<file path="src/rtl/ctrl_posicion_display_pkg.sv">
// Shared encodings for the display position / edit controller.
// Modes, FSM states and field indices are used by the top and its counters.
package ctrl_posicion_display_pkg;

    localparam logic [1:0] HORA  = 2'd0;
    localparam logic [1:0] FECHA = 2'd1;
    localparam logic [1:0] TIMER = 2'd2;

    localparam logic [0:0] VER    = 1'b0;
    localparam logic [0:0] EDITAR = 1'b1;

    localparam logic [1:0] POS_HORA_DIA = 2'd0;
    localparam logic [1:0] POS_MIN_MES  = 2'd1;
    localparam logic [1:0] POS_SEG_YEAR = 2'd2;

    function automatic logic [1:0] siguiente_modo(input logic [1:0] m);
        case (m)
            HORA:    return FECHA;
            FECHA:   return TIMER;
            default: return HORA;
        endcase
    endfunction

    // Returned as {f3, f2, f1}.
    function automatic logic [2:0] flags_modo(input logic [1:0] m);
        case (m)
            FECHA:   return 3'b010;
            TIMER:   return 3'b100;
            default: return 3'b001;
        endcase
    endfunction

endpackage

</file>
<file path="src/rtl/ctrl_posicion_display_contador_mod3.sv">
// Wrapping counter over the three display fields (0..2) with inc/dec/clear.
// Clear has priority; simultaneous inc and dec leave the value unchanged.
module contador_mod3
    import ctrl_posicion_display_pkg::*;
#(
    parameter int W = 2
) (
    input  logic         clk,
    input  logic         reset,
    input  logic         clr,
    input  logic         inc,
    input  logic         dec,
    output logic [W-1:0] valor
);

    localparam logic [W-1:0] PRIMERO = W'(POS_HORA_DIA);
    localparam logic [W-1:0] ULTIMO  = W'(POS_SEG_YEAR);

    always_ff @(posedge clk or posedge reset) begin
        if (reset) begin
            valor <= PRIMERO;
        end else if (clr) begin
            valor <= PRIMERO;
        end else if (inc && !dec) begin
            valor <= (valor == ULTIMO) ? PRIMERO : valor + W'(1);
        end else if (dec && !inc) begin
            valor <= (valor == PRIMERO) ? ULTIMO : valor - W'(1);
        end
    end

endmodule

</file>
<file path="src/rtl/ctrl_posicion_display.sv">
// Display scan position, mode selection and field-edit controller.
//   state  | meaning
//   VER    | normal display; btn_modo cycles HORA/FECHA/TIMER
//   EDITAR | field edit; cursor moves, selected field blinks, idle timeout
module ctrl_posicion_display
    import ctrl_posicion_display_pkg::*;
#(
    parameter int P             = 2,
    parameter int BLINK_TICKS   = 250,
    parameter int TIMEOUT_TICKS = 15000
) (
    input  logic         clk,
    input  logic         reset,
    input  logic         tick_refresh,
    input  logic         btn_modo,
    input  logic         btn_edit,
    input  logic         btn_izq,
    input  logic         btn_der,
    output logic         f1,
    output logic         f2,
    output logic         f3,
    output logic [P-1:0] posicion,
    output logic [P-1:0] cursor,
    output logic         edit_en,
    output logic         blink,
    output logic         apagar
);

    localparam int BW = (BLINK_TICKS > 1) ? $clog2(BLINK_TICKS) : 1;
    localparam int TW = (TIMEOUT_TICKS > 1) ? $clog2(TIMEOUT_TICKS) : 1;

    logic [1:0]    modo, modo_next;
    logic [0:0]    estado, estado_next;
    logic [2:0]    flags;
    logic [BW-1:0] cnt_blink;
    logic [TW-1:0] cnt_timeout;
    logic          editando, entra, sigue_editando, actividad, timeout_fin;

    assign editando  = (estado == EDITAR);
    assign entra     = !editando && btn_edit;
    assign actividad = btn_izq || btn_der || btn_edit;
    // A button in the terminal-count cycle counts as activity and restarts the wait.
    assign timeout_fin = editando && tick_refresh && !actividad
                         && (cnt_timeout == TW'(TIMEOUT_TICKS - 1));

    always_comb begin
        modo_next   = modo;
        estado_next = estado;
        if (!editando) begin
            if (btn_edit)
                estado_next = EDITAR;
            else if (btn_modo)
                modo_next = siguiente_modo(modo);
        end else if (btn_edit || timeout_fin) begin
            estado_next = VER;
        end
    end

    assign sigue_editando = editando && (estado_next == EDITAR);

    always_ff @(posedge clk or posedge reset) begin
        if (reset) begin
            modo    <= HORA;
            flags   <= flags_modo(HORA);
            estado  <= VER;
            edit_en <= 1'b0;
        end else begin
            modo    <= modo_next;
            flags   <= flags_modo(modo_next);
            estado  <= estado_next;
            edit_en <= (estado_next == EDITAR);
        end
    end

    // Blink phase only runs while the edit continues; entering or leaving forces 0.
    always_ff @(posedge clk or posedge reset) begin
        if (reset) begin
            cnt_blink <= '0;
            blink     <= 1'b0;
        end else if (!sigue_editando) begin
            cnt_blink <= '0;
            blink     <= 1'b0;
        end else if (tick_refresh) begin
            if (cnt_blink == BW'(BLINK_TICKS - 1)) begin
                cnt_blink <= '0;
                blink     <= ~blink;
            end else begin
                cnt_blink <= cnt_blink + BW'(1);
            end
        end
    end

    always_ff @(posedge clk or posedge reset) begin
        if (reset) begin
            cnt_timeout <= '0;
        end else if (!editando || actividad || timeout_fin) begin
            cnt_timeout <= '0;
        end else if (tick_refresh) begin
            cnt_timeout <= cnt_timeout + TW'(1);
        end
    end

    contador_mod3 #(.W(P)) u_posicion (
        .clk   (clk),
        .reset (reset),
        .clr   (1'b0),
        .inc   (tick_refresh),
        .dec   (1'b0),
        .valor (posicion)
    );

    contador_mod3 #(.W(P)) u_cursor (
        .clk   (clk),
        .reset (reset),
        .clr   (entra),
        .inc   (editando && btn_der && !btn_izq),
        .dec   (editando && btn_izq && !btn_der),
        .valor (cursor)
    );

    assign f1 = flags[0];
    assign f2 = flags[1];
    assign f3 = flags[2];

    assign apagar = edit_en && blink && (posicion == cursor);

endmodule

</file>
<file path="config.mk">
export PLATFORM = sky130hd
export DESIGN_NAME = ctrl_posicion_display
export DESIGN_NICKNAME = d
export VERILOG_FILES = /design/src/rtl/ctrl_posicion_display_pkg.sv /design/src/rtl/ctrl_posicion_display_contador_mod3.sv /design/src/rtl/ctrl_posicion_display.sv
export SDC_FILE = /design/constraint.sdc
export NUM_CORES = 1
export LEC_CHECK = 0
export BUFFER_PORTS_ARGS = -buffer_cell sky130_fd_sc_hd__buf_2
export CORE_ASPECT_RATIO = 0.7
export CORE_MARGIN = 2
export CORE_UTILIZATION = 45
export DETAILED_ROUTE_END_ITERATION = 16
export SYNTH_ARGS = -nofsm -noshare
export SYNTH_HDL_FRONTEND = slang
export SYNTH_HIERARCHICAL = 1
export SYNTH_SLANG_ARGS = --single-unit
export TNS_END_PERCENT = 100
</file>
<file path="constraint.sdc">
create_clock -name clk -period 2.15 [get_ports clk]
set_clock_uncertainty 0.2 [all_clocks]
set_input_delay 0.215 -clock clk [delete_from_list [all_inputs] [get_ports clk]]
set_output_delay 0.215 -clock clk [all_outputs]
set_load 0.01 [all_outputs]
</file>
* After elaboration in Yosys (flattened, before gate mapping)
Index checks and enable logic that the tools add are counted.
** Word-level totals
- Memory bits (read-only) :: 0
- Logic and storage cells :: 75
- Latch bits :: 0
- Memories :: 0
- Memory bits (writable) :: 0
- Register bits after elaboration :: 33
- Output and inout port bits :: 10
- Input bits :: 7
** Operators by class
- Reductions and logical operators :: 29
- Shifts and indexed selects :: 0
- Bitwise logic cells :: 1
- Muxes and demuxes :: 22
- $add $sub $neg :: 5
- Divide/modulo/power cells :: 0
- Equality and inequality tests :: 10
- Magnitude comparators :: 0
- Multiply operators :: 0
** Operators with widths (count)
- two-way mux 14 bit :: 2
- two-way mux 8 bit :: 3
- two-way mux 2 bit :: 9
- adder 14 x 1 -> 14 bit, second input constant :: 1
- == test 14 bit, second input constant :: 1
- logical AND 1 bit :: 13
- adder 8 x 1 -> 8 bit, second input constant :: 1
- == test 8 bit, second input constant :: 1
- == test 2 bit, second input constant :: 3
- zero test 1 bit :: 6
- two-way mux 1 bit :: 6
- case mux 3 bit (2 select lines) :: 1
- logical OR 1 bit :: 5
- adder 2 x 1 -> 2 bit, second input constant :: 2
- == test 2 x 1 -> 1 bit, second input constant :: 2
- zero test 2 bit :: 2
- case mux 2 bit (2 select lines) :: 1
- nonzero test 3 bit :: 1
- == test 2 bit :: 1
- != test 2 x 1 -> 1 bit, second input constant :: 1
- != test 2 bit, second input constant :: 1
- AND reduction 2 bit :: 1
- nonzero test 2 bit :: 1
- subtractor 2 x 1 -> 2 bit, second input constant :: 1
- NOT 1 bit :: 1

* Logic depth before layout (Yosys ltp)
Gate-level depths: netlist of the first run.
- Depth in word-level cells :: 11
- Mapped depth :: 7

* Hierarchy
The synthesis of the first run kept the hierarchy.
** Modules (own cells, without submodules)
- ctrl_posicion_display :: cells each 151, area an instance 1571.5 um2, times used 1
- contador_mod3 :: cells each 18, area an instance 178.9 um2, times used 2

* Worst setup path after synthesis of the first run
Ideal clock, no wire load.
- Kind :: reg-to-reg
- Start :: register estado (netlist: editando)
- End :: register flags[0]
- Setup slack :: 0.363 ns
- Required time :: 1.867 ns
- Library setup time :: 0.083 ns
- Data arrival time :: 1.503 ns
- Clock period less this slack :: 1.787 ns
- Stages on the path, launching flop included :: 6
- Path through :: dfrtp_1 buf_6 or3b_2 nor3_1 a21oi_1 ha_1
** On the way
- Word-level cells in the longest chain between the ends :: 3
- Elaborated cells on any way between the ends :: 4
- Classes of those cells :: eq/ne (2); mux (2)
** Ends and longest elaborated chain
- start, declared :: line ctrl_posicion_display.sv:33 : logic [0:0] estado, estado_next;
- start signal, assigned :: line ctrl_posicion_display.sv:70 : estado <= estado_next;
- two-way mux 2 bit * :: line ctrl_posicion_display.sv:49 : if (!editando) begin
- == test 2 bit or == test 2 x 1 -> 1 bit (tied branches) :: line ctrl_posicion_display_pkg.sv:26 : case (m)
- case mux 3 bit (2 select lines) * :: line ctrl_posicion_display_pkg.sv:26
- end signal, assigned :: line ctrl_posicion_display.sv:64 : flags <= flags_modo(HORA);
- end signal, assigned :: line ctrl_posicion_display.sv:69 : flags <= flags_modo(modo_next);
- end, declared :: line ctrl_posicion_display.sv:34 : logic [2:0] flags;
Mark *: on every way between the ends. The rest lies on a longest branch, timed or not.
A chain may end at the register's enable or synchronous reset.

* Final worst setup path of the first run
- Start :: register cnt_timeout[0]
- End :: register cnt_blink[7]
** On the way
- Word-level cells in the longest chain between the ends :: 7
- Elaborated cells on any way between the ends :: 8
- Classes of those cells :: eq/ne (2); mux (3); reduce/logical (3)
** Ends and longest elaborated chain
- start, declared :: line ctrl_posicion_display.sv:36 : logic [TW-1:0] cnt_timeout;
- start signal, assigned :: line ctrl_posicion_display.sv:99 : cnt_timeout <= cnt_timeout + TW'(1);
- == test 14 bit * :: line ctrl_posicion_display.sv:44 : && (cnt_timeout == TW'(TIMEOUT_TICKS - 1));
- logical AND 1 bit * :: line ctrl_posicion_display.sv:44
- logical OR 1 bit * :: line ctrl_posicion_display.sv:54 : end else if (btn_edit || timeout_fin) begin
- two-way mux 1 bit * :: line ctrl_posicion_display.sv:54
- two-way mux 1 bit * :: line ctrl_posicion_display.sv:49
- logical AND 1 bit * :: line ctrl_posicion_display.sv:59 : assign sigue_editando = editando && (estado_next == EDITAR);
- != test 2 bit (no source line) or two-way mux 8 bit (tied branches)
- end signal, assigned :: line ctrl_posicion_display.sv:88 : cnt_blink <= cnt_blink + BW'(1);
- end, declared :: line ctrl_posicion_display.sv:35 : logic [BW-1:0] cnt_blink;
Marks and branches as above.

==> flow_summary.html, run 1 <==
<table>
<tr><th>Metric</th><th>Value</th></tr>
<tr><th colspan="2">Placement</th></tr>
<tr><td>Final weighted congestion in routability-driven placement</td><td>0.817</td></tr>
<tr><td>Pre-CTS worst setup slack</td><td>233 ps</td></tr>
<tr><td>Dpl hpwl</td><td>2750 um</td></tr>
<tr><td>Port-buffer cells</td><td>16</td></tr>
<tr><th colspan="2">STA</th></tr>
<tr><td>Final number of setup-violating endpoints</td><td>0</td></tr>
<tr><td>Final hold violations</td><td>0</td></tr>
<tr><td>Maximum clock frequency</td><td>0.524 GHz</td></tr>
<tr><td>RSZ-0062 raised after global routing</td><td>no</td></tr>
<tr><td>Sum Neg Setup Slack</td><td>0 ps</td></tr>
<tr><td>Final period util</td><td>88.7%</td></tr>
<tr><td>Worst hold margin</td><td>104 ps</td></tr>
<tr><td>Final critical-path setup slack</td><td>243 ps</td></tr>
<tr><td>Crit path time final</td><td>1910 ps</td></tr>
<tr><td>Final Max Slew Viols</td><td>0</td></tr>
<tr><th colspan="2">GRT</th></tr>
<tr><td>Global route total overflow</td><td>0</td></tr>
<tr><td>Pin count of the biggest net entering global routing</td><td>30</td></tr>
<tr><td>Vias in the first global route</td><td>1488</td></tr>
<tr><td>Antenna violations before repair</td><td>0</td></tr>
<tr><td>First-pass GRT wire length</td><td>6870 um</td></tr>
<tr><td>Overall fraction of global-route tracks in use</td><td>19.0%</td></tr>
<tr><th colspan="2">Yosys</th></tr>
<tr><td>Share of the yosys chip area belonging to registers</td><td>42.9%</td></tr>
<tr><td>Share of synthesized area spent on multiplexers</td><td>2.14%</td></tr>
<tr><td>Xor and xnor area share after synthesis</td><td>8.17%</td></tr>
<tr><td>FF+latch count, synth</td><td>33</td></tr>
<tr><td>Number of distinct library cells after synthesis</td><td>45</td></tr>
<tr><td>Count of flip-flops with a built-in enable after synthesis</td><td>0</td></tr>
<tr><td>Area share of and/or/nand/nor cells after synthesis</td><td>23.5%</td></tr>
<tr><td>Largest family of logic cells by synthesized area</td><td>simple AND/OR/NAND/NOR gates</td></tr>
<tr><td>Syn_area_per_cell</td><td>10.3 um^2</td></tr>
<tr><td>Fraction of registers with async set or reset after synthesis</td><td>100%</td></tr>
<tr><td>Synthesized instance count</td><td>187</td></tr>
<tr><td>YS warnings</td><td>6</td></tr>
<tr><td>Most frequently used flop master after synthesis</td><td>dfrtp_1</td></tr>
<tr><td>Post-synthesis adder-cell area fraction</td><td>8.43%</td></tr>
<tr><td>Post-Syn Area</td><td>1930 um^2</td></tr>
<tr><td>Fraction of the mapped netlist area in compound gates</td><td>10.7%</td></tr>
<tr><th colspan="2">Critical path</th></tr>
<tr><td>Kind of launch point of the worst setup path</td><td>flop</td></tr>
<tr><td>Crit path max fanout</td><td>10</td></tr>
<tr><td>Number of cells traversed by the worst register-to-register path</td><td>5</td></tr>
<tr><td>Worst path required time</td><td>2100 ps</td></tr>
<tr><td>Worst setup EP type</td><td>flop</td></tr>
<tr><td>Register-to-register path setup slack</td><td>240 ps</td></tr>
<tr><td>Category of the critical setup timing path</td><td>flop to flop</td></tr>
<tr><td>R2R Path End</td><td>cnt_blink[7]$_DFFE_PP0P_</td></tr>
<tr><td>Signal arrival time at the worst endpoint</td><td>1860 ps</td></tr>
<tr><td>Worst r2r src</td><td>cnt_timeout[0]$_DFFE_PP0P_</td></tr>
<tr><th colspan="2">Drt</th></tr>
<tr><td>Top routing layer in use</td><td>met4</td></tr>
<tr><td>Vias post-DR</td><td>1395</td></tr>
<tr><td>Avg WL per Cell</td><td>14.5 um</td></tr>
<tr><td>Post-Route M1 WL</td><td>1920 um</td></tr>
<tr><td>Final Routed Wirelength</td><td>3860 um</td></tr>
<tr><td>Number of DRC markers after the initial detailed-route iteration</td><td>106</td></tr>
<tr><td>Detail-routed via count per cell</td><td>5.22</td></tr>
<tr><td>Met3 Wirelength</td><td>132 um</td></tr>
<tr><td>First-pass detailed-route iteration total</td><td>4</td></tr>
<tr><td>Residual DRC count</td><td>0</td></tr>
<tr><td>Count of nets left with antenna violations after detail routing</td><td>0</td></tr>
<tr><td>Detail Route met2 WL</td><td>1770 um</td></tr>
<tr><th colspan="2">Clock network</th></tr>
<tr><td>Library cell used as clock root buffer</td><td>clkbuf_8</td></tr>
<tr><td>Later-pin clock latency in the skew report</td><td>280 ps</td></tr>
<tr><td>Resized cells post-CTS</td><td>0</td></tr>
<tr><td>Clk sinks</td><td>33</td></tr>
<tr><td>CTS H-tree depth</td><td>2</td></tr>
<tr><td>CTS buffer count</td><td>5</td></tr>
<tr><td>TritonCTS clock tree</td><td>built</td></tr>
<tr><td>Number of hold buffers added after cts</td><td>1</td></tr>
<tr><td>Worst-case clock buffer depth</td><td>2</td></tr>
<tr><td>Post-CTS clock slew at the launch and capture registers of the worst setup and hold paths</td><td>70 ps</td></tr>
<tr><td>Number of buffers inserted to repair setup after CTS</td><td>0</td></tr>
<tr><th colspan="2">Die</th></tr>
<tr><td>FP Rows</td><td>19</td></tr>
<tr><td>Die outline width</td><td>82.3 um</td></tr>
<tr><td>Area of the core region</td><td>4020 um^2</td></tr>
<tr><td>Initial Util</td><td>48.0%</td></tr>
<tr><td>DIE AREA</td><td>4840 um^2</td></tr>
<tr><td>Die span in y</td><td>58.8 um</td></tr>
<tr><td>IO Count</td><td>17</td></tr>
<tr><th colspan="2">Min path</th></tr>
<tr><td>Worst hold start</td><td>btn_edit</td></tr>
<tr><td>Worst hold path type</td><td>input pin to flop</td></tr>
<tr><td>Min-Delay Endpoint</td><td>editando$_DFF_PP0_</td></tr>
<tr><td>Worst hold stages</td><td>3</td></tr>
<tr><th colspan="2">Power</th></tr>
<tr><td>Static power due to leakage</td><td>0.00101 uW</td></tr>
<tr><td>Power Dens Cells</td><td>691 nW/um^2</td></tr>
<tr><td>Peak supply drop</td><td>0.554 mV</td></tr>
<tr><th colspan="2">Outcome</th></tr>
<tr><td>Result of the run</td><td>finished clean</td></tr>
<tr><th colspan="2">Layout</th></tr>
<tr><td>Nets</td><td>234</td></tr>
<tr><td>Layout cells sized above 1</td><td>18.1%</td></tr>
<tr><td>Final core area utilization</td><td>54.3%</td></tr>
<tr><td>Number of fill cells</td><td>353</td></tr>
<tr><td>Post-synthesis to final-layout area growth</td><td>13.1%</td></tr>
<tr><td>Number of antenna cells inserted</td><td>0</td></tr>
<tr><th colspan="2">Run</th></tr>
<tr><td>Number of max-cap violations</td><td>0</td></tr>
</table>
synthesized netlist by cell type, types with 2 or more instances:
cell type / count / area (um^2)
dfrtp_1: 32 / 801
nor2_1: 20 / 75.1
inv_1: 14 / 52.6
xor2_1: 14 / 123
ha_1: 13 / 163
nand2_1: 11 / 41.3
nor2b_1: 8 / 50.1
nor3_1: 6 / 30.0
nand4_1: 5 / 31.3
a21oi_1: 4 / 20.0
and3_1: 4 / 25.0
nand3b_1: 4 / 30.0
o2111ai_1: 4 / 35.0
xnor2_1: 4 / 35.0
mux2i_1: 3 / 30.0
nand2b_1: 3 / 18.8
o21ai_1: 3 / 15.0
a211oi_1: 2 / 15.0
and2_1: 2 / 12.5
buf_2: 2 / 10.0
nand3_1: 2 / 10.0
o21ai_0: 2 / 10.0
o41ai_2: 2 / 32.5
or3_1: 2 / 12.5
layout make-up:
class                           count  area [um^2]  share of cell area, %
Clock inverter                      1         5.00                  0.229
Clock buffer                        7         76.3                   3.50
Tap cell                           52         65.1                   2.98
Multi-Input combinational cell    139         1040                   47.5
Inverter                           14         52.6                   2.41
Timing Repair Buffer               21          120                   5.50
Sequential cell                    33          827                   37.9
flip-flops by register name, indices dropped and copies added, names as in the netlist:
signal and flops:
blink 1, cnt_blink 8, cnt_timeout 14, editando 1
flags 3, modo 2, u_cursor/valor 2, u_posicion/valor 2
critical path: stages (launching register included):
cell and delay (ps):
dfrtp_1 380, ha_1 190, and3_1 250, nand4_2 180
o311ai_4 470, nor3_1 120
layout by cell type, fill, tap and decap left out, drive strengths merged, types with 6 or more instances in the layout:
cell    Yosys  routed
buf         4      20
clkbuf      0       7
dfrtp      32      32
ha         13      13
inv        14      14
nand2      11      11
nand4       6       6
nor2       20      20
nor2b       8       8
nor3        6       6
xor2       14      14
how the worst max path moves through the flow:
stage                               startpoint                       end  slack [ps]
global route        cnt_timeout[0]$_DFFE_PP0P_        editando$_DFF_PP0_          40
detailed placement  cnt_timeout[0]$_DFFE_PP0P_        editando$_DFF_PP0_         230
floorplan                   editando$_DFF_PP0_        flags[0]$_DFF_PP1_         360
CTS                 cnt_timeout[0]$_DFFE_PP0P_        editando$_DFF_PP0_         240
finish              cnt_timeout[0]$_DFFE_PP0P_  cnt_blink[7]$_DFFE_PP0P_         240
global placement    cnt_timeout[0]$_DFFE_PP0P_        editando$_DFF_PP0_         270
per-layer routing:
| metal | global-route usage, % | vias to the layer above |
|---|---|---|
| met3 | 4.14 | 5 |
| li1 | - | 699 |
| met2 | 30.0 | 22 |
| met1 | 26.0 | 669 |
| met5 | 0 | - |
| met4 | 6.90 | 0 |
metrics by stage:
step,std cells,total power (uW),cell area (um^2)
after floorplan,190,957,1940
after global placement,258,1040,2090
after detailed placement,258,1070,2090
after CTS,267,1520,2180
after global routing,267,1610,2180
final,267,1510,2180
where the power goes:
part           internal, uW  switching (uW)  leakage [uW]
registers               693            52.6      0.000447
logic                   132             182      0.000521
clock network           227             221     0.0000422
logic make-up (layout without fill, tap and decap cells):
kind of cell             after synthesis  in the layout
buffers and inverters                 18             43
XOR/XNOR                              18             18
multiplexers                           4              4
other                                  1              4
adder cells (fa/ha/maj)               13             13
AO/OA/AOI/OAI                         22             22
flip-flops                            33             33
AND/OR/NAND/NOR                       78             78
Power figures use the tool's default switching activity.
==> run 2, diff against run 1 <==
--- a/config.mk
+++ b/config.mk
@@ -10,6 +10,7 @@
 export CORE_MARGIN = 2
 export CORE_UTILIZATION = 45
 export DETAILED_ROUTE_END_ITERATION = 16
+export PLACE_DENSITY = 0.61
 export SYNTH_ARGS = -nofsm -noshare
 export SYNTH_HDL_FRONTEND = slang
 export SYNTH_HIERARCHICAL = 1
==> run 2 against run 1 <==
  * Maximum frequency down 4.3%
  * Core utilization grew 0.22 points
  * Total power is 2.3% higher
  * Routed wire length fell by 2.6%
  * Largest power group unchanged
  * Largest cell class unchanged
==> flow_summary.html, run 2 (same netlist as run 1, synthesis figures left out) <==
<table>
<tr><th>Metric</th><th>Value</th></tr>
<tr><th colspan="2">Layout</th></tr>
<tr><td>Seq. cell area</td><td>827 um^2</td></tr>
<tr><td>Number of antenna cells inserted</td><td>0</td></tr>
<tr><td>Layout cells sized above 1</td><td>18.1%</td></tr>
<tr><td>Most common cell after layout, fill and taps aside</td><td>dfrtp_1</td></tr>
<tr><td>Commonest cells after routing, fill and taps aside</td><td>dfrtp_1, nor2_1, buf_2, xor2_1, inv_1</td></tr>
<tr><td>Area of the multi-input gates</td><td>1040 um^2</td></tr>
<tr><td>Area of all placed cells without fillers</td><td>2190 um^2</td></tr>
<tr><td>Register with the highest flop count</td><td>cnt_timeout</td></tr>
<tr><td>Number of fill cells</td><td>360</td></tr>
<tr><td>Nets</td><td>234</td></tr>
<tr><td>Post-synthesis to final-layout area growth</td><td>13.6%</td></tr>
<tr><td>Largest regs</td><td>cnt_timeout (14), cnt_blink (8), flags (3)</td></tr>
<tr><td>Number of flip-flops under the largest register name</td><td>14</td></tr>
<tr><th colspan="2">Die</th></tr>
<tr><td>Area of the core region</td><td>4020 um^2</td></tr>
<tr><td>Die span in y</td><td>58.8 um</td></tr>
<tr><td>FP Rows</td><td>19</td></tr>
<tr><td>Die outline width</td><td>82.3 um</td></tr>
<tr><td>DIE AREA</td><td>4840 um^2</td></tr>
<tr><td>IO Count</td><td>17</td></tr>
<tr><td>Initial Util</td><td>48.0%</td></tr>
<tr><th colspan="2">STA</th></tr>
<tr><td>Worst hold margin</td><td>75.8 ps</td></tr>
<tr><td>Sum Neg Setup Slack</td><td>0 ps</td></tr>
<tr><td>Final period util</td><td>92.7%</td></tr>
<tr><td>Crit path time final</td><td>1990 ps</td></tr>
<tr><td>Maximum clock frequency</td><td>0.502 GHz</td></tr>
<tr><td>Final hold violations</td><td>0</td></tr>
<tr><td>Final number of setup-violating endpoints</td><td>0</td></tr>
<tr><td>RSZ-0062 raised after global routing</td><td>no</td></tr>
<tr><td>Final Max Slew Viols</td><td>0</td></tr>
<tr><th colspan="2">Drt</th></tr>
<tr><td>First-pass detailed-route iteration total</td><td>4</td></tr>
<tr><td>Number of DRC markers after the initial detailed-route iteration</td><td>88</td></tr>
<tr><td>Residual DRC count</td><td>0</td></tr>
<tr><td>Post-Route M1 WL</td><td>1900 um</td></tr>
<tr><td>Avg WL per Cell</td><td>14.1 um</td></tr>
<tr><td>Detail Route met2 WL</td><td>1680 um</td></tr>
<tr><td>Count of nets left with antenna violations after detail routing</td><td>0</td></tr>
<tr><td>Vias post-DR</td><td>1409</td></tr>
<tr><td>Top routing layer in use</td><td>met4</td></tr>
<tr><td>Met3 Wirelength</td><td>120 um</td></tr>
<tr><td>Final Routed Wirelength</td><td>3760 um</td></tr>
<tr><td>Detail-routed via count per cell</td><td>5.28</td></tr>
<tr><th colspan="2">Power</th></tr>
<tr><td>Static power due to leakage</td><td>0.00101 uW</td></tr>
<tr><td>Peak supply drop</td><td>0.445 mV</td></tr>
<tr><td>Power Dens Cells</td><td>704 nW/um^2</td></tr>
<tr><th colspan="2">Critical path</th></tr>
<tr><td>Worst r2r src</td><td>cnt_timeout[0]$_DFFE_PP0P_</td></tr>
<tr><td>Delay of the slowest cell on the worst path</td><td>480 ps</td></tr>
<tr><td>Signal arrival time at the worst endpoint</td><td>1940 ps</td></tr>
<tr><td>Crit path max fanout</td><td>10</td></tr>
<tr><td>List of cells traversed by the critical path</td><td>ha_1 -&gt; and3_1 -&gt; nand4_2 -&gt; o311ai_4 -&gt; o21ai_1</td></tr>
<tr><td>Worst path required time</td><td>2100 ps</td></tr>
<tr><td>Buf+Inv Stages, Crit Path</td><td>0</td></tr>
<tr><td>Number of cells traversed by the worst register-to-register path</td><td>5</td></tr>
<tr><td>Worst path top cell family by delay</td><td>compound AO/OA/AOI/OAI gates</td></tr>
<tr><td>Register-to-register path setup slack</td><td>160 ps</td></tr>
<tr><td>Total stage count of the critical path</td><td>5</td></tr>
<tr><td>CP max stage cell</td><td>o311ai_4</td></tr>
<tr><td>Worst setup EP type</td><td>flop</td></tr>
<tr><td>Category of the critical setup timing path</td><td>flop to flop</td></tr>
<tr><td>R2R Path End</td><td>editando$_DFF_PP0_</td></tr>
<tr><td>Kind of launch point of the worst setup path</td><td>flop</td></tr>
<tr><th colspan="2">Clock network</th></tr>
<tr><td>Later-pin clock latency in the skew report</td><td>290 ps</td></tr>
<tr><td>Worst-case clock buffer depth</td><td>2</td></tr>
<tr><td>TritonCTS clock tree</td><td>built</td></tr>
<tr><td>CTS buffer count</td><td>5</td></tr>
<tr><td>Library cell used as clock root buffer</td><td>clkbuf_8</td></tr>
<tr><td>Post-CTS clock slew at the launch and capture registers of the worst setup and hold paths</td><td>80 ps</td></tr>
<tr><td>Number of buffers inserted to repair setup after CTS</td><td>0</td></tr>
<tr><td>Clk sinks</td><td>33</td></tr>
<tr><td>CTS H-tree depth</td><td>2</td></tr>
<tr><th colspan="2">GRT</th></tr>
<tr><td>Vias in the first global route</td><td>1434</td></tr>
<tr><td>Global route total overflow</td><td>0</td></tr>
<tr><td>Overall fraction of global-route tracks in use</td><td>19.0%</td></tr>
<tr><td>Pin count of the biggest net entering global routing</td><td>30</td></tr>
<tr><td>First-pass GRT wire length</td><td>6730 um</td></tr>
<tr><td>Antenna violations before repair</td><td>0</td></tr>
<tr><th colspan="2">Placement</th></tr>
<tr><td>Port-buffer cells</td><td>16</td></tr>
<tr><td>Dpl hpwl</td><td>2740 um</td></tr>
<tr><td>Placed cell areas</td><td>2090 um^2</td></tr>
<tr><td>Final weighted congestion in routability-driven placement</td><td>0.826</td></tr>
<tr><th colspan="2">Min path</th></tr>
<tr><td>Worst hold stages</td><td>3</td></tr>
<tr><td>Worst hold start</td><td>tick_refresh</td></tr>
<tr><td>Min-Delay Endpoint</td><td>cnt_timeout[0]$_DFFE_PP0P_</td></tr>
<tr><td>Worst hold path type</td><td>input pin to flop</td></tr>
<tr><th colspan="2">Run</th></tr>
<tr><td>Number of max-cap violations</td><td>0</td></tr>
<tr><th colspan="2">Outcome</th></tr>
<tr><td>Result of the run</td><td>finished clean</td></tr>
</table>
[run 2: changes by cell type in the layout (fill, tap and decap cells not counted)]
cell | before | now
clkbuf_8 | 5 | 6
clkinv_2 | 1 | 0
[run 2: repair_timing]
| action | in CTS | in global routing |
|---|---|---|
| hold buffers | 1 | 0 |
| hold endpoints to repair | 32 | 0 |
| resized for setup | 0 | 0 |
[run 2: area by class of cell]
cell class	instances	area share [%]
multi-input cells	139	47.3
flip-flops and latches	33	37.7
repair buffers	21	5.48
clock buffers	8	4.11
well taps	52	2.97
inverters	14	2.40
[run 2: through the flow]
step	utilization, %	total power (uW)	instances	worst slack (ps)
after floorplan	-	957	190	363
after global routing	54.5	1650	267	51.1
final	54.5	1540	267	157
after detailed placement	52.0	1070	258	180
after global placement	52.0	1040	258	278
after CTS	54.5	1560	267	165
[run 2: metal layers]
layer	up-vias	global-route usage (%)
met5	-	0
met4	0	7.14
met3	8	5.06
met2	20	27.9
met1	682	26.9
li1	699	-
[run 2: worst reg2reg max path: cells and delay by family, from the launching register on]
family          cells  cell delay (ps)
fa+ha+maj           1              190
compound gates      2              650
simple gates        2              430
flops               1              380
[run 2: power breakdown]
group	internal [uW]	switching (uW)
Combinational	132	176
Clock	261	228
Sequential	693	53.0
[run 2: worst max-delay path by stage]
stage                                from            endpoint  slack [ps]
3_3_place_gp   cnt_timeout[0]$_DFFE_PP0P_  editando$_DFF_PP0_         280
6_report       cnt_timeout[0]$_DFFE_PP0P_  editando$_DFF_PP0_         160
5_1_grt        cnt_timeout[0]$_DFFE_PP0P_  editando$_DFF_PP0_          50
2_1_floorplan          editando$_DFF_PP0_  flags[0]$_DFF_PP1_         360
4_1_cts        cnt_timeout[0]$_DFFE_PP0P_  editando$_DFF_PP0_         170
3_5_place_dp   cnt_timeout[0]$_DFFE_PP0P_  editando$_DFF_PP0_         180
==> run 3, diff against run 2 <==
--- a/config.mk
+++ b/config.mk
@@ -10,6 +10,7 @@
 export CORE_MARGIN = 2
 export CORE_UTILIZATION = 45
 export DETAILED_ROUTE_END_ITERATION = 16
+export MAX_ROUTING_LAYER = met4
 export PLACE_DENSITY = 0.61
 export SYNTH_ARGS = -nofsm -noshare
 export SYNTH_HDL_FRONTEND = slang
==> run 3 against run 2 <==
  * Largest cell class unchanged
  * Routed wire length unchanged
  * Final area unchanged
  * Critical endpoint unchanged
  * Highest routed layer unchanged
  * Global-route usage rose by 0.58 points
==> flow_summary.html, run 3 (same netlist as run 1, synthesis figures left out) <==
<table>
<tr><th>Metric</th><th>Value</th></tr>
<tr><th colspan="2">Drt</th></tr>
<tr><td>Number of DRC markers after the initial detailed-route iteration</td><td>91</td></tr>
<tr><td>Final Routed Wirelength</td><td>3760 um</td></tr>
<tr><td>Residual DRC count</td><td>0</td></tr>
<tr><td>Detail-routed via count per cell</td><td>5.29</td></tr>
<tr><td>Count of nets left with antenna violations after detail routing</td><td>0</td></tr>
<tr><td>First-pass detailed-route iteration total</td><td>4</td></tr>
<tr><td>Avg WL per Cell</td><td>14.1 um</td></tr>
<tr><td>Vias post-DR</td><td>1413</td></tr>
<tr><th colspan="2">Layout</th></tr>
<tr><td>Most common cell after layout, fill and taps aside</td><td>dfrtp_1</td></tr>
<tr><td>Register with the highest flop count</td><td>cnt_timeout</td></tr>
<tr><td>Final core area utilization</td><td>54.5%</td></tr>
<tr><td>Number of flip-flops under the largest register name</td><td>14</td></tr>
<tr><td>Nets</td><td>234</td></tr>
<tr><td>Commonest cells after routing, fill and taps aside</td><td>dfrtp_1, nor2_1, buf_2, xor2_1, inv_1</td></tr>
<tr><td>Number of fill cells</td><td>360</td></tr>
<tr><td>Largest regs</td><td>cnt_timeout (14), cnt_blink (8), flags (3)</td></tr>
<tr><td>Number of antenna cells inserted</td><td>0</td></tr>
<tr><td>Layout cells sized above 1</td><td>18.1%</td></tr>
<tr><td>Post-synthesis to final-layout area growth</td><td>13.6%</td></tr>
<tr><th colspan="2">Critical path</th></tr>
<tr><td>Number of cells traversed by the worst register-to-register path</td><td>5</td></tr>
<tr><td>Register-to-register path setup slack</td><td>160 ps</td></tr>
<tr><td>Signal arrival time at the worst endpoint</td><td>1940 ps</td></tr>
<tr><td>R2R Path End</td><td>editando$_DFF_PP0_</td></tr>
<tr><td>Worst path required time</td><td>2100 ps</td></tr>
<tr><td>Worst setup EP type</td><td>flop</td></tr>
<tr><td>Category of the critical setup timing path</td><td>flop to flop</td></tr>
<tr><td>Worst r2r src</td><td>cnt_timeout[0]$_DFFE_PP0P_</td></tr>
<tr><td>Crit path max fanout</td><td>10</td></tr>
<tr><td>Kind of launch point of the worst setup path</td><td>flop</td></tr>
<tr><th colspan="2">Min path</th></tr>
<tr><td>Min-Delay Endpoint</td><td>cnt_timeout[0]$_DFFE_PP0P_</td></tr>
<tr><td>Worst hold stages</td><td>3</td></tr>
<tr><td>Worst hold start</td><td>tick_refresh</td></tr>
<tr><td>Worst hold path type</td><td>input pin to flop</td></tr>
<tr><th colspan="2">GRT</th></tr>
<tr><td>Vias in the first global route</td><td>1435</td></tr>
<tr><td>Global route total overflow</td><td>0</td></tr>
<tr><td>Overall fraction of global-route tracks in use</td><td>19.6%</td></tr>
<tr><td>Antenna violations before repair</td><td>0</td></tr>
<tr><td>Pin count of the biggest net entering global routing</td><td>30</td></tr>
<tr><td>First-pass GRT wire length</td><td>6730 um</td></tr>
<tr><th colspan="2">Power</th></tr>
<tr><td>Static power due to leakage</td><td>0.00101 uW</td></tr>
<tr><td>Sequential group share of total power</td><td>48.3%</td></tr>
<tr><td>Internal power of the cells</td><td>1090 uW</td></tr>
<tr><td>Switch Pwr</td><td>458 uW</td></tr>
<tr><td>Power Dens Cells</td><td>705 nW/um^2</td></tr>
<tr><td>Comb power frac</td><td>20.0%</td></tr>
<tr><td>Peak supply drop</td><td>0.448 mV</td></tr>
<tr><td>Clock power share</td><td>31.7%</td></tr>
<tr><td>Sw Ratio</td><td>29.7%</td></tr>
<tr><th colspan="2">STA</th></tr>
<tr><td>Final number of setup-violating endpoints</td><td>0</td></tr>
<tr><td>Maximum clock frequency</td><td>0.502 GHz</td></tr>
<tr><td>Final hold violations</td><td>0</td></tr>
<tr><td>Final period util</td><td>92.7%</td></tr>
<tr><td>Sum Neg Setup Slack</td><td>0 ps</td></tr>
<tr><td>Crit path time final</td><td>1990 ps</td></tr>
<tr><td>RSZ-0062 raised after global routing</td><td>no</td></tr>
<tr><td>Final Max Slew Viols</td><td>0</td></tr>
<tr><th colspan="2">Outcome</th></tr>
<tr><td>Result of the run</td><td>finished clean</td></tr>
<tr><th colspan="2">Placement</th></tr>
<tr><td>Port-buffer cells</td><td>16</td></tr>
<tr><td>Dpl hpwl</td><td>2740 um</td></tr>
<tr><td>Final weighted congestion in routability-driven placement</td><td>0.838</td></tr>
<tr><th colspan="2">Die</th></tr>
<tr><td>IO Count</td><td>17</td></tr>
<tr><td>DIE AREA</td><td>4840 um^2</td></tr>
<tr><td>Die span in y</td><td>58.8 um</td></tr>
<tr><td>Area of the core region</td><td>4020 um^2</td></tr>
<tr><td>Die outline width</td><td>82.3 um</td></tr>
<tr><td>Initial Util</td><td>48.0%</td></tr>
<tr><td>FP Rows</td><td>19</td></tr>
<tr><th colspan="2">Clock network</th></tr>
<tr><td>TritonCTS clock tree</td><td>built</td></tr>
<tr><td>CTS buffer count</td><td>5</td></tr>
<tr><td>Clk sinks</td><td>33</td></tr>
<tr><td>Worst-case clock buffer depth</td><td>2</td></tr>
<tr><td>Later-pin clock latency in the skew report</td><td>290 ps</td></tr>
<tr><td>Post-CTS clock slew at the launch and capture registers of the worst setup and hold paths</td><td>80 ps</td></tr>
<tr><td>Library cell used as clock root buffer</td><td>clkbuf_8</td></tr>
<tr><td>CTS H-tree depth</td><td>2</td></tr>
<tr><td>Resized cells post-CTS</td><td>0</td></tr>
<tr><th colspan="2">Run</th></tr>
<tr><td>Number of max-cap violations</td><td>0</td></tr>
</table>
run 3: cell counts in the layout (fill, tap and decap cells not counted):
Identical to the previous run, type by type.
run 3: final cells by class:
cell class              count  area (um^2)  area share [%]
clock buffers               8         90.1            4.11
well taps                  52         65.1            2.97
repair buffers             21          120            5.48
flip-flops and latches     33          827            37.7
multi-input cells         139         1040            47.3
inverters                  14         52.6            2.40
run 3: power by group through the flow:
stage	clock network [uW]	logic, uW	registers, uW
after floorplan	0	188	768
after global placement	0	294	751
after detailed placement	0	313	755
after CTS	501	315	746
after global routing	538	352	757
final	490	309	746
run 3: worst max path at each step:
stage,start,end,cells after the start
2_1_floorplan,editando$_DFF_PP0_,flags[0]$_DFF_PP1_,5
3_3_place_gp,cnt_timeout[0]$_DFFE_PP0P_,editando$_DFF_PP0_,5
3_5_place_dp,cnt_timeout[0]$_DFFE_PP0P_,editando$_DFF_PP0_,5
4_1_cts,cnt_timeout[0]$_DFFE_PP0P_,editando$_DFF_PP0_,5
5_1_grt,cnt_timeout[0]$_DFFE_PP0P_,editando$_DFF_PP0_,5
6_report,cnt_timeout[0]$_DFFE_PP0P_,editando$_DFF_PP0_,5
run 3: through the flow:
stage / setup slack [ps] / instances / hold slack [ps] / power (uW) / instance area, um^2
final: 156 / 267 / 76.9 / 1540 / 2190
after global routing: 51.1 / 267 / 92.5 / 1650 / 2190
after CTS: 165 / 267 / 79.1 / 1560 / 2190
after detailed placement: 180 / 258 / -114 / 1070 / 2090
after global placement: 278 / 258 / -118 / 1040 / 2090
after floorplan: 363 / 190 / -244 / 957 / 1940
run 3: what timing repair did:
action                    CTS  global route
buffers inserted            0             0
hold buffers                1             0
hold endpoints to repair   32             0
run 3: worst max-delay path, cell delays in order, from the launching register on:
cell,delay [ps]
dfrtp_1,390
ha_1,190
and3_1,260
nand4_2,170
o311ai_4,480
o21ai_1,160
run 3: metal layers:
layer / global-route usage [%] / vias up / wire, um
li1: - / 698 / -
met1: 26.9 / 687 / 1900
met2: 27.9 / 20 / 1680
met3: 5.06 / 8 / 118
met4: 7.14 / 0 / 60
met5: - / - / 0
